**src/rtl/regsram_pkg.sv**
```systemverilog
// Shared types and default geometry for the register-file SRAM controller.
package regsram_pkg;

    localparam int DEF_DATA_W = 32;
    localparam int DEF_ADDR_W = 5;
    localparam int DEF_DEPTH  = 1 << DEF_ADDR_W;

    typedef enum logic {
        INIT  = 1'b0,
        SERVE = 1'b1
    } state_t;

    typedef struct packed {
        logic                  we;
        logic [DEF_ADDR_W-1:0] addr;
        logic [DEF_DATA_W-1:0] wdata;
    } req_t;

endpackage

```
**src/rtl/regsram_ctrl_if.sv**
```systemverilog
// One requester port of the register-file SRAM controller: request handshake plus read response.
interface regsram_ctrl_if #(
    parameter int DATA_W = regsram_pkg::DEF_DATA_W,
    parameter int ADDR_W = regsram_pkg::DEF_ADDR_W
);
    logic              req_valid;
    logic              req_ready;
    logic              req_we;
    logic [ADDR_W-1:0] req_addr;
    logic [DATA_W-1:0] req_wdata;
    logic              rsp_valid;
    logic [DATA_W-1:0] rsp_data;

    modport master (
        output req_valid, req_we, req_addr, req_wdata,
        input  req_ready, rsp_valid, rsp_data
    );

    modport slave (
        input  req_valid, req_we, req_addr, req_wdata,
        output req_ready, rsp_valid, rsp_data
    );
endinterface

```
**src/rtl/rr_arb2.sv**
```systemverilog
// Two-way round-robin arbiter; the pointer names the port that wins the next tie.
module rr_arb2 (
    input  logic       clk,
    input  logic       rst,
    input  logic       en,
    input  logic [1:0] valid,
    output logic [1:0] grant
);
    logic ptr;

    always_comb begin
        grant = valid;
        if (valid == 2'b11) grant = ptr ? 2'b10 : 2'b01;
    end

    // The pointer only moves when a grant is actually consumed.
    always_ff @(posedge clk) begin
        if (rst) begin
            ptr <= 1'b0;
        end else if (en && (valid != 2'b00)) begin
            ptr <= ~grant[1];
        end
    end
endmodule

```
**src/rtl/regsram_ctrl.sv**
```systemverilog
// Clears the register-file SRAM after reset/clear_req, then arbitrates its single port between two requesters.
// Optional feature: define REGSRAM_X0_ZERO_EN to make address 0 a hardwired-zero entry.
module regsram_ctrl
    import regsram_pkg::*;
#(
    parameter int                DATA_W      = DEF_DATA_W,
    parameter int                ADDR_W      = DEF_ADDR_W,
    parameter int                DEPTH       = DEF_DEPTH,
    parameter logic [DATA_W-1:0] CLEAR_VALUE = '0
) (
    input  logic              clk,
    input  logic              rst,
    input  logic              clear_req,
    output logic              init_done,
    regsram_ctrl_if.slave     p0,
    regsram_ctrl_if.slave     p1,
    output logic              sram_ce,
    output logic              sram_we,
    output logic [ADDR_W-1:0] sram_addr,
    output logic [DATA_W-1:0] sram_wdata,
    input  logic [DATA_W-1:0] sram_rdata,
    output logic              sram_init_en,
    output logic              sram_init_we,
    output logic [ADDR_W-1:0] sram_init_addr,
    output logic [DATA_W-1:0] sram_init_data
);
    state_t            state;
    logic [ADDR_W-1:0] cnt;
    logic              serve;
    logic [1:0]        grant;
    logic              accept;
    req_t              req0, req1, win_req;
    logic              rsp_vld_p1;
    logic              rsp_tag_p1;
    logic [DATA_W-1:0] rsp_data;

    assign serve     = (state == SERVE);
    assign init_done = serve;

    assign req0 = '{we: p0.req_we, addr: p0.req_addr, wdata: p0.req_wdata};
    assign req1 = '{we: p1.req_we, addr: p1.req_addr, wdata: p1.req_wdata};

    rr_arb2 u_arb (
        .clk   (clk),
        .rst   (rst),
        .en    (serve),
        .valid ({p1.req_valid, p0.req_valid}),
        .grant (grant)
    );

    assign p0.req_ready = serve & grant[0];
    assign p1.req_ready = serve & grant[1];
    assign accept       = serve & (grant != 2'b00);
    assign win_req      = grant[1] ? req1 : req0;

    // Normal port: driven straight from the winning request so the SRAM sees it this cycle.
    always_comb begin
        sram_ce    = accept;
        sram_we    = accept & win_req.we;
        sram_addr  = win_req.addr;
        sram_wdata = win_req.wdata;
`ifdef REGSRAM_X0_ZERO_EN
        if (win_req.we && (win_req.addr == '0)) sram_ce = 1'b0;
`endif
    end

    assign sram_init_en   = ~serve;
    assign sram_init_we   = ~serve;
    assign sram_init_addr = cnt;
    assign sram_init_data = CLEAR_VALUE;

    // Sequencer: clear sweep followed by service; clear_req restarts the sweep from entry 0.
    always_ff @(posedge clk) begin
        if (rst) begin
            state <= INIT;
            cnt   <= '0;
        end else begin
            case (state)
                INIT: begin
                    if (clear_req) begin
                        cnt <= '0;
                    end else if (cnt == ADDR_W'(DEPTH - 1)) begin
                        state <= SERVE;
                        cnt   <= '0;
                    end else begin
                        cnt <= cnt + ADDR_W'(1);
                    end
                end
                SERVE: begin
                    if (clear_req) begin
                        state <= INIT;
                        cnt   <= '0;
                    end
                end
                default: begin
                    state <= INIT;
                    cnt   <= '0;
                end
            endcase
        end
    end

    // Stage p0 -> p1: remember which port owns the read returning next cycle.
    always_ff @(posedge clk) begin
        if (rst) rsp_vld_p1 <= 1'b0;
        else     rsp_vld_p1 <= accept & ~win_req.we;
    end

`ifdef REGSRAM_X0_ZERO_EN
    logic rsp_zero_p1;

    always_ff @(posedge clk) begin
        rsp_tag_p1  <= grant[1];
        rsp_zero_p1 <= (win_req.addr == '0);
    end

    assign rsp_data = rsp_zero_p1 ? '0 : sram_rdata;
`else
    always_ff @(posedge clk) begin
        rsp_tag_p1 <= grant[1];
    end

    assign rsp_data = sram_rdata;
`endif

    assign p0.rsp_valid = rsp_vld_p1 & ~rsp_tag_p1;
    assign p1.rsp_valid = rsp_vld_p1 &  rsp_tag_p1;
    assign p0.rsp_data  = rsp_data;
    assign p1.rsp_data  = rsp_data;
endmodule
```
**src/flat_wrapper.sv**
```systemverilog
// flat-port wrapper written by rule: the top's interface ports become plain ports
module regsram_ctrl_flat import regsram_pkg::*;
#(
    parameter int                DATA_W      = DEF_DATA_W,
    parameter int                ADDR_W      = DEF_ADDR_W,
    parameter int                DEPTH       = DEF_DEPTH,
    parameter logic [DATA_W-1:0] CLEAR_VALUE = '0
)
  (clk, rst, clear_req, init_done, sram_ce, sram_we, sram_addr, sram_wdata, sram_rdata, sram_init_en, sram_init_we, sram_init_addr, sram_init_data, p0_req_valid, p0_req_we, p0_req_addr, p0_req_wdata, p0_req_ready, p0_rsp_valid, p0_rsp_data, p1_req_valid, p1_req_we, p1_req_addr, p1_req_wdata, p1_req_ready, p1_rsp_valid, p1_rsp_data);
  regsram_ctrl_if #(.DATA_W(DATA_W), .ADDR_W(ADDR_W)) p0_i ();
  regsram_ctrl_if #(.DATA_W(DATA_W), .ADDR_W(ADDR_W)) p1_i ();
  input  logic clk;
  input  logic rst;
  input  logic clear_req;
  output logic init_done;
  output logic sram_ce;
  output logic sram_we;
  output logic [ADDR_W-1:0] sram_addr;
  output logic [DATA_W-1:0] sram_wdata;
  input  logic [DATA_W-1:0] sram_rdata;
  output logic sram_init_en;
  output logic sram_init_we;
  output logic [ADDR_W-1:0] sram_init_addr;
  output logic [DATA_W-1:0] sram_init_data;
  input wire logic [$bits(p0_i.req_valid)-1:0] p0_req_valid;
  input wire logic [$bits(p0_i.req_we)-1:0] p0_req_we;
  input wire logic [$bits(p0_i.req_addr)-1:0] p0_req_addr;
  input wire logic [$bits(p0_i.req_wdata)-1:0] p0_req_wdata;
  output wire logic [$bits(p0_i.req_ready)-1:0] p0_req_ready;
  output wire logic [$bits(p0_i.rsp_valid)-1:0] p0_rsp_valid;
  output wire logic [$bits(p0_i.rsp_data)-1:0] p0_rsp_data;
  input wire logic [$bits(p1_i.req_valid)-1:0] p1_req_valid;
  input wire logic [$bits(p1_i.req_we)-1:0] p1_req_we;
  input wire logic [$bits(p1_i.req_addr)-1:0] p1_req_addr;
  input wire logic [$bits(p1_i.req_wdata)-1:0] p1_req_wdata;
  output wire logic [$bits(p1_i.req_ready)-1:0] p1_req_ready;
  output wire logic [$bits(p1_i.rsp_valid)-1:0] p1_rsp_valid;
  output wire logic [$bits(p1_i.rsp_data)-1:0] p1_rsp_data;
  assign p0_i.req_valid = p0_req_valid;
  assign p0_i.req_we = p0_req_we;
  assign p0_i.req_addr = p0_req_addr;
  assign p0_i.req_wdata = p0_req_wdata;
  assign p0_req_ready = p0_i.req_ready;
  assign p0_rsp_valid = p0_i.rsp_valid;
  assign p0_rsp_data = p0_i.rsp_data;
  assign p1_i.req_valid = p1_req_valid;
  assign p1_i.req_we = p1_req_we;
  assign p1_i.req_addr = p1_req_addr;
  assign p1_i.req_wdata = p1_req_wdata;
  assign p1_req_ready = p1_i.req_ready;
  assign p1_rsp_valid = p1_i.rsp_valid;
  assign p1_rsp_data = p1_i.rsp_data;
  regsram_ctrl #(.DATA_W(DATA_W), .ADDR_W(ADDR_W), .DEPTH(DEPTH), .CLEAR_VALUE(CLEAR_VALUE)) u_core (.clk(clk), .rst(rst), .clear_req(clear_req), .init_done(init_done), .p0(p0_i), .p1(p1_i), .sram_ce(sram_ce), .sram_we(sram_we), .sram_addr(sram_addr), .sram_wdata(sram_wdata), .sram_rdata(sram_rdata), .sram_init_en(sram_init_en), .sram_init_we(sram_init_we), .sram_init_addr(sram_init_addr), .sram_init_data(sram_init_data));
endmodule
```
**config.mk**
```make
export PLATFORM = sky130hd
export DESIGN_NAME = regsram_ctrl_flat
export DESIGN_NICKNAME = d
export VERILOG_FILES = /design/src/rtl/regsram_pkg.sv /design/src/rtl/regsram_ctrl_if.sv /design/src/rtl/rr_arb2.sv /design/src/rtl/regsram_ctrl.sv /design/src/flat_wrapper.sv
export SDC_FILE = /design/constraint.sdc
export NUM_CORES = 1
export LEC_CHECK = 0
export CORE_AREA = 5 5 99 101
export DETAILED_ROUTE_END_ITERATION = 10
export DIE_AREA = 0 0 104 106
export PLACE_DENSITY = 0.73
export SLEW_MARGIN = 5
export SYNTH_ARGS = -nofsm -noshare
export SYNTH_HDL_FRONTEND = slang
export SYNTH_SLANG_ARGS = --single-unit
```
**constraint.sdc**
```tcl
create_clock -name clk -period 1.4 [get_ports clk]
set_clock_uncertainty 0.05 [all_clocks]
set_input_delay 0.28 -clock clk [delete_from_list [all_inputs] [get_ports clk]]
set_output_delay 0.28 -clock clk [all_outputs]
set_load 0.02 [all_outputs]
```
* After elaboration in Yosys (flattened, before gate mapping)
Cells that the tools add are included.
Storage, ports and cells: bits in registers 9, input bits 113, output and inout port bits 147, logic and storage cells 34
Cells by class: add/sub/neg operators 1, equality and inequality tests 3, multiplexer cells 11, bitwise logic cells 11, reductions and logical operators 3
Operators with widths (count):
- $mux W38 | 1
- $mux W5 | 3
- $pmux W5 S2 | 1
- $and A1 B1 Y1 | 7
- $add A5 B1 Y5 const B | 1
- $eq A5 B5 Y1 const B | 1
- $mux W2 | 2
- $not A1 Y1 | 4
- $reduce_bool A2 Y1 | 2
- $mux W1 | 3
- $eq A2 B2 Y1 const B | 1
- $ne A2 B2 Y1 const B | 1
- $pmux W1 S2 | 1
- $logic_and A1 B1 Y1 | 1

* Depth between registers and ports, before layout
Gate-level depths: netlist of the first run.
word-level depth 5, depth in mapped cells 6

* Modules after synthesis
Synthesis of the first run repeated with hierarchy kept, for this count alone.
Second synthesis, totals: cells, all modules 192, area total of the unflattened synthesis 1791.7 µm²
Modules (own cells, without submodules):
- regsram_ctrl | times used 1, cells an instance 185, area an instance 1726.7 µm², seq. area each 160.2 µm²
- rr_arb2 | times used 1, cells an instance 7, area an instance 65.1 µm², seq. area each 20.0 µm²

* Worst setup path after synthesis of the first run
OpenSTA, ideal clock, no wires.
kind reg-to-output, from register u_core.state (netlist: u_core.init_done), to output port p1_req_ready, data arrival time 1511 ps, required time 1070 ps, slack -441 ps, stages on the path, launching flop included 4, buffers on the path 1, cells stage by stage dfxtp_1 clkbuf_1 inv_1 nor3_1
Between the ends: longest elaborated chain between the ends 1
RTL lines:
- start, declared | RTL line regsram_ctrl.sv:27 | state_t state;
- start signal, assigned | RTL line regsram_ctrl.sv:75 | state <= INIT;
- start signal, assigned | RTL line regsram_ctrl.sv:83 | state <= SERVE;
- start signal, assigned | RTL line regsram_ctrl.sv:91 | state <= INIT;
- $and A1 B1 Y1 | RTL line regsram_ctrl.sv:52 | assign p1.req_ready = serve & grant[1];
- end, declared | RTL line flat_wrapper.sv:36 | output wire logic [$bits(p1_i.req_ready)-1:0] p1_req_ready;
No other way between the ends.

* Worst setup path in the final report of the first run
from register u_core.u_arb.ptr, to output port sram_wdata[7]
Between the ends: longest elaborated chain between the ends 3
RTL lines:
- start, declared | RTL line rr_arb2.sv:9 | logic ptr;
- start signal, assigned | RTL line rr_arb2.sv:21 | ptr <= ~grant[1];
- $mux W2 (2 in series) | RTL line rr_arb2.sv:13 | if (valid == 2'b11) grant = ptr ? 2'b10 : 2'b01;
- $mux W38 | RTL line regsram_ctrl.sv:54 | assign win_req = grant[1] ? req1 : req0;
- end, declared | RTL line flat_wrapper.sv:19 | output logic [DATA_W-1:0] sram_wdata;
No other way between the ends.

==> results of run 1 <==
synthesized netlist by cell type, types with 3 or more instances:
library cell  count  share of area
buf_4            97           0.43
mux2_4           19           0.17
mux2_2           18           0.12
dfxtp_1           9           0.11
nor2_1            9          0.020
a21oi_1           4          0.012
inv_1             4         0.0089
o21ai_0           4          0.012
and3_1            3          0.011
buf_6             3          0.020
nor3_1            3         0.0089
path summary, 6_finish.rpt:
check,start,end,slack (ns),cells after the start
setup / recovery,u_core.u_arb.ptr$_SDFFE_PP0P_,sram_wdata[7],-0.41,6
setup reg to reg,u_core.sram_init_addr[0]$_SDFFE_PP0P_,u_core.sram_init_addr[3]$_SDFFE_PP0P_,0.05,6
hold / removal,u_core.sram_init_addr[0]$_SDFFE_PP0P_,u_core.sram_init_addr[3]$_SDFFE_PP0P_,0.49,2
hold reg to reg,u_core.sram_init_addr[0]$_SDFFE_PP0P_,u_core.sram_init_addr[3]$_SDFFE_PP0P_,0.49,2
final cells by class:
type,instances,area (µm²),share of cell area
Inverter,4,17.52,0.005833
Timing Repair Buffer,155,1605,0.5346
Clock buffer,4,45.04,0.01500
Tap cell,111,138.9,0.04625
Sequential cell,9,190.2,0.06333
Multi-Input combinational cell,106,1006,0.3350
per-layer routing:
layer | global-route usage | vias to the layer above
li1 | - | 674
met1 | 0.09426 | 671
met2 | 0.1562 | 117
met3 | 0.04797 | 16
met4 | 0.02868 | 0
met5 | 0 | -
per-stage QoR:
step,area [µm²],util,hold slack [ns],instances,setup TNS [ns]
6_report,3003,0.3361,0.4902,389,-14.93
5_1_grt,3003,0.3361,0.5100,389,-16.99
4_1_cts,2720,0.3045,0.4809,385,-16.63
3_5_place_dp,2624,0.2937,0.4692,374,-41.63
3_3_place_gp,2624,0.2937,0.4432,374,-40.80
2_1_floorplan,1832,-,0.2950,222,-1.949
cell families (layout without fill, tap and decap cells):
family | count (synthesis) | after routing | synth area share
buffers and inverters | 107 | 163 | 0.4681
adder cells (fa/ha/maj) | 2 | 2 | 0.01483
multiplexers | 39 | 39 | 0.3012
AO/OA/AOI/OAI | 11 | 11 | 0.03710
flip-flops | 9 | 9 | 0.1068
other | 1 | 32 | 0.002223
AND/OR/NAND/NOR | 22 | 22 | 0.06974
timing repair:
action                                  4_1_cts  5_1_grt
gates resized for setup                     241       70
cloned                                        2        1
hold endpoints to repair                      0        0
buffers inserted                              6        4
endpoints found under the setup margin       54       46
hold buffers                                  0        0
pin swaps                                     4        6
registers in the layout, summed over array words and instances (netlist names):
| name | flops |
|---|---|
| u_core.sram_init_addr | 5 |
| u_core.rsp_vld_p1 | 1 |
| u_core.init_done | 1 |
| u_core.rsp_tag_p1 | 1 |
| u_core.u_arb.ptr | 1 |
worst min-delay path, cell delays in order (launching register included):
cell and delay, ns:
dfxtp_4 0.36, nand4_1 0.07, a21oi_1 0.06
where the power goes:
part / total, W / switching [W] / internal (W)
Clock: 0.000292 / 0.0000947 / 0.000198
Sequential: 0.000265 / 0.00000553 / 0.000260
Combinational: 0.000921 / 0.000375 / 0.000546
Total: 0.00148 / 0.000475 / 0.00100
==> qor.txt, run 1 <==
Worst skew pair latency -> 0.23 ns
Fmax -> 552.2 MHz
Total power draw -> 0.001479 W
CTS tree -> done
Post-DRT Antenna Nets -> 0
Input/output buffers -> 131
RSZ-0062 raised after global routing -> true
Outcome -> complete, but fails checks
Die Wd -> 104 µm
CP startpoint kind -> flip-flop
# rows -> 35
Depth of the CTS H-tree -> 1
Worst Hold Class -> reg2reg
Overflow after GRT -> 0
N_diodes -> 0
Met3 routed WL -> 737 µm
CORE AREA -> 8934 µm²
Synth-to-Final Area Change -> 78.04%
Layout cells sized above 1 -> 0.4676
Final WL -> 5967 µm
CP required -> 1.07 ns
DR WL/cell -> 15.34 µm
Global-route wire length before repair -> 8224 µm
Final min period -> 1.811 ns
Metal2 WL -> 3002 µm
Sequential area share after synthesis -> 0.1068
Final hold vios -> 0
Gpl congestion -> 0.7293
Via/cell ratio -> 3.799
Layout net count -> 394
Final Max Tran Viols -> 0
Die ar. -> 11020 µm²
Critical path arrival -> 1.48 ns
DP HPWL -> 4694 µm
WS Path Type -> reg2out
Mapped Cells -> 191
Worst setup EP type -> output port
Commonest cells after routing, fill and taps aside -> 78 x clkdlybuf4s50_1, 44 x buf_6, 37 x mux2_4, 32 x conb_1, 15 x buf_4
DRC errors left -> 0
Buf/Inv on CP -> 3
Cell Pwr Density -> 492.4 nW/µm²
Yosys warns -> 0
Worst path cell trace -> nor2b_4, nor2_4, buf_6, clkbuf_16, mux2_4, buf_6
Gr usage total -> 0.09033
M1 WL -> 2100 µm
CTS clk-pin slew, worst paths -> 0.04 ns
Number of fill cells -> 927
Via count -> 1478
CP dominant cell by count -> buf_6
Initial Utilization -> 0.1888
Initial antenna violation count -> 0
Max VDD drop -> 274.9 µV
Top sig layer -> met4
Maxcap violations -> 0
Dominant synthesized flop cell -> dfxtp_1
Chip height -> 106 µm
# clock sinks -> 9
Crit share post-route -> 1.294
Crit-path leading delay family -> buffers and inverters
Drt initial violations -> 35
Most common cell after layout, fill and taps aside -> clkdlybuf4s50_1
CP Max Fanout -> 7
Setup ws final -> -0.4110 ns
Critical path's slowest cell -> dfxtp_2
Clock Tree Root -> clkbuf_8
Clk buf depth -> 2
Largest net degree at the start of global routing -> 15
Crit path largest cell delay -> 0.33 ns
Io pins -> 260
Avg Cell Area, Syn -> 8.830 µm²
Synthesized cell area -> 1687 µm²
Drt first pass iters -> 4
Failing checks -> setup timing
Synth cell types -> 26
EDFF count, synth -> 0
FFs w/ async S/R, synth -> 0
Number of global-route vias before repair -> 1577
Num CTS Buffers -> 3
Final setup fails -> 39
Post-place setup slack -> -1.090 ns
Leakage dissipation -> 1.369 nW
#FFs+latches synth -> 9
Note: power is estimated with default switching activity, not from simulation.
==> run 2, diff against run 1 <==
- CAP_MARGIN: not set -> 30
==> results of run 2 <==
The final DEF is identical to that of run 1; final timing and power are the same.
==> run 3, diff against run 2 <==
--- a/config.mk
+++ b/config.mk
@@ -8,4 +8,5 @@
 export CAP_MARGIN = 30
 export CORE_AREA = 5 5 99 101
+export CTS_CLUSTER_SIZE = 8
 export DETAILED_ROUTE_END_ITERATION = 10
 export DIE_AREA = 0 0 104 106
--- a/constraint.sdc
+++ b/constraint.sdc
@@ -3,3 +3,3 @@
 set_input_delay 0.28 -clock clk [delete_from_list [all_inputs] [get_ports clk]]
 set_output_delay 0.28 -clock clk [all_outputs]
-set_load 0.02 [all_outputs]
+set_load 0.05 [all_outputs]
==> qor.txt, run 3 (synthesis results as in run 1) <==
Outcome -> complete, but fails checks (unchanged)
Failing checks -> setup timing (unchanged)
Worst skew pair latency -> 0.24 ns (was 0.23 ns)
Worst path cell trace -> nor2b_4, nor2_4, buf_12, clkbuf_16, mux2_4, buf_12 (was nor2b_4, nor2_4, buf_6, clkbuf_16, mux2_4, buf_6)
Worst Hold Class -> in2reg (was reg2reg)
Max FFs per register -> 5 (unchanged)
Gpl congestion -> 0.7885 (was 0.7293)
Crit share post-route -> 1.322 (was 1.294)
Final hold vios -> 0 (unchanged)
CP dominant cell by count -> buf_12 (was buf_6)
N_diodes -> 0 (unchanged)
Clock Tree Root -> clkbuf_8 (unchanged)
CP required -> 1.07 ns (about the same)
Final Max Tran Viols -> 0 (unchanged)
Layout cells sized above 1 -> 0.4891 (was 0.4676)
Sequential share of power -> 0.130 (was 0.180)
CP startpoint kind -> flip-flop (unchanged)
Clk buf depth -> 2 (unchanged)
Global-route wire length before repair -> 9963 µm (was 8224 µm)
RSZ-0062 raised after global routing -> true (unchanged)
CTS clk-pin slew, worst paths -> 0.04 ns (about the same)
Commonest cells after routing, fill and taps aside -> 77 x clkdlybuf4s50_1, 52 x buf_12, 37 x mux2_4, 32 x conb_1, 12 x buf_4 (was 78 x clkdlybuf4s50_1, 44 x buf_6, 37 x mux2_4, 32 x conb_1, 15 x buf_4)
Pint -> 0.001164 W (was 0.001004 W)
Gr usage total -> 0.1143 (was 0.09033)
DP HPWL -> 5363 µm (was 4694 µm)
DR WL/cell -> 17.49 µm (was 15.34 µm)
Final Util -> 0.3849 (was 0.3361)
Critical path's slowest cell -> dfxtp_2 (unchanged)
Fin Setup TNS -> -16.22 ns (was -14.93 ns)
Synth-to-Final Area Change -> 103.9% (was 78.04%)
Chip height -> 106 µm (unchanged)
Final setup fails -> 40 (was 39)
CTS tree -> done (unchanged)
Die ar. -> 11020 µm² (unchanged)
Finished Cell Area -> 3438 µm² (was 3003 µm²)
Hold_ws -> 0.4006 ns (was 0.4902 ns)
WS Path Type -> reg2out (unchanged)
Die Wd -> 104 µm (unchanged)
Worst setup EP type -> output port (unchanged)
Drt initial violations -> 24 (was 35)
Final WL -> 6734 µm (was 5967 µm)
Cell Pwr Density -> 585.1 nW/µm² (was 492.4 nW/µm²)
Largest net degree at the start of global routing -> 16 (was 15)
Clock share of power -> 0.154 (was 0.198)
Most common cell after layout, fill and taps aside -> clkdlybuf4s50_1 (unchanged)
Maxcap violations -> 0 (unchanged)
Post-place setup slack -> -0.7585 ns (was -1.090 ns)
Switch share -> 0.4214 (was 0.3212)
Post-DRT Antenna Nets -> 0 (unchanged)
# rows -> 35 (unchanged)
Critical path arrival -> 1.52 ns (was 1.48 ns)
Placed Instance Area -> 3232 µm² (was 2624 µm²)
Setup ws final -> -0.4510 ns (was -0.4110 ns)
Via/cell ratio -> 3.774 (was 3.799)
# clock sinks -> 9 (unchanged)
Hold-fix buffers, CTS -> 0 (unchanged)
Fmax -> 540.2 MHz (was 552.2 MHz)
CP Max Fanout -> 7 (unchanged)
Final min period -> 1.851 ns (was 1.811 ns)
Overflow after GRT -> 0 (unchanged)
Switching power -> 0.0008477 W (was 0.0004750 W)
Via count -> 1453 (was 1478)
Io pins -> 260 (unchanged)
Max VDD drop -> 305.9 µV (was 274.9 µV)
Initial antenna violation count -> 0 (unchanged)
Worst hold stages -> 4 (was 2)
Crit path largest cell delay -> 0.34 ns (was 0.33 ns)
Logic pwr share -> 0.716 (was 0.623)
Number of global-route vias before repair -> 1642 (was 1577)
Num CTS Buffers -> 3 (unchanged)
Initial Utilization -> 0.1888 (unchanged)
Depth of the CTS H-tree -> 1 (unchanged)
Leakage dissipation -> 1.501 nW (was 1.369 nW)
Input/output buffers -> 131 (unchanged)
DRC errors left -> 0 (unchanged)
Worst R2R Path Depth -> 6 (unchanged)
Layout net count -> 390 (was 394)
Drt first pass iters -> 4 (unchanged)
CORE AREA -> 8934 µm² (unchanged)
## run 3: layout make-up
type	count	area (µm²)
timing repair buffer	151	2046
clock buffer	4	45.04
multi-input combinational	106	994.7
tap	111	138.9
fill	835	5495
inverter	4	18.77
sequential	9	195.2
## run 3: metrics by stage
stage,power [W],cells
floorplan,0.001553,222
global placement,0.001666,374
detailed placement,0.001667,374
CTS,0.002031,384
global route,0.002086,385
finish,0.002012,385
## run 3: critical path: cells and delay by family (launching register included)
kind          cells  cell delay, ns
flops             1            0.34
buf+inv           3            0.46
simple gates      2            0.17
mux               1            0.31
## run 3: metal layers
| layer | up-vias | share of wire | wire, µm | GRT usage |
|---|---|---|---|---|
| met1 | 636 | 0.37 | 2489 | 0.1304 |
| met4 | 0 | 0.012 | 82 | 0.02868 |
| met3 | 17 | 0.098 | 663 | 0.04493 |
| li1 | 668 | - | - | - |
| met2 | 132 | 0.52 | 3499 | 0.1995 |
| met5 | - | 0 | 0 | 0 |
## run 3: repair_timing
action / 4_1_cts / 5_1_grt
gates resized for setup: 13 / 14
endpoints found under the setup margin: 42 / 46
pin swaps: 5 / 4
hold endpoints to repair: 0 / 0
buffers inserted: 4 / 1
gates cloned: 2 / 1
## run 3: path summary, 6_finish.rpt
check | slack (ns) | end | from
setup reg to reg | 0.05 | u_core.sram_init_addr[3]$_SDFFE_PP0P_ | u_core.sram_init_addr[0]$_SDFFE_PP0P_
hold reg to reg | 0.49 | u_core.sram_init_addr[2]$_SDFFE_PP0P_ | u_core.sram_init_addr[2]$_SDFFE_PP0P_
hold / removal | 0.40 | u_core.u_arb.ptr$_SDFFE_PP0P_ | p0_req_valid
setup / recovery | -0.45 | sram_wdata[29] | u_core.u_arb.ptr$_SDFFE_PP0P_
## run 3: power groups by stage
stage / Sequential, W / Clock (W) / Combinational, W
3_3_place_gp: 0.000266 / 0 / 0.00140
2_1_floorplan: 0.000277 / 0 / 0.00128
6_report: 0.000261 / 0.000310 / 0.00144
4_1_cts: 0.000261 / 0.000322 / 0.00145
5_1_grt: 0.000261 / 0.000337 / 0.00149
3_5_place_dp: 0.000266 / 0 / 0.00140
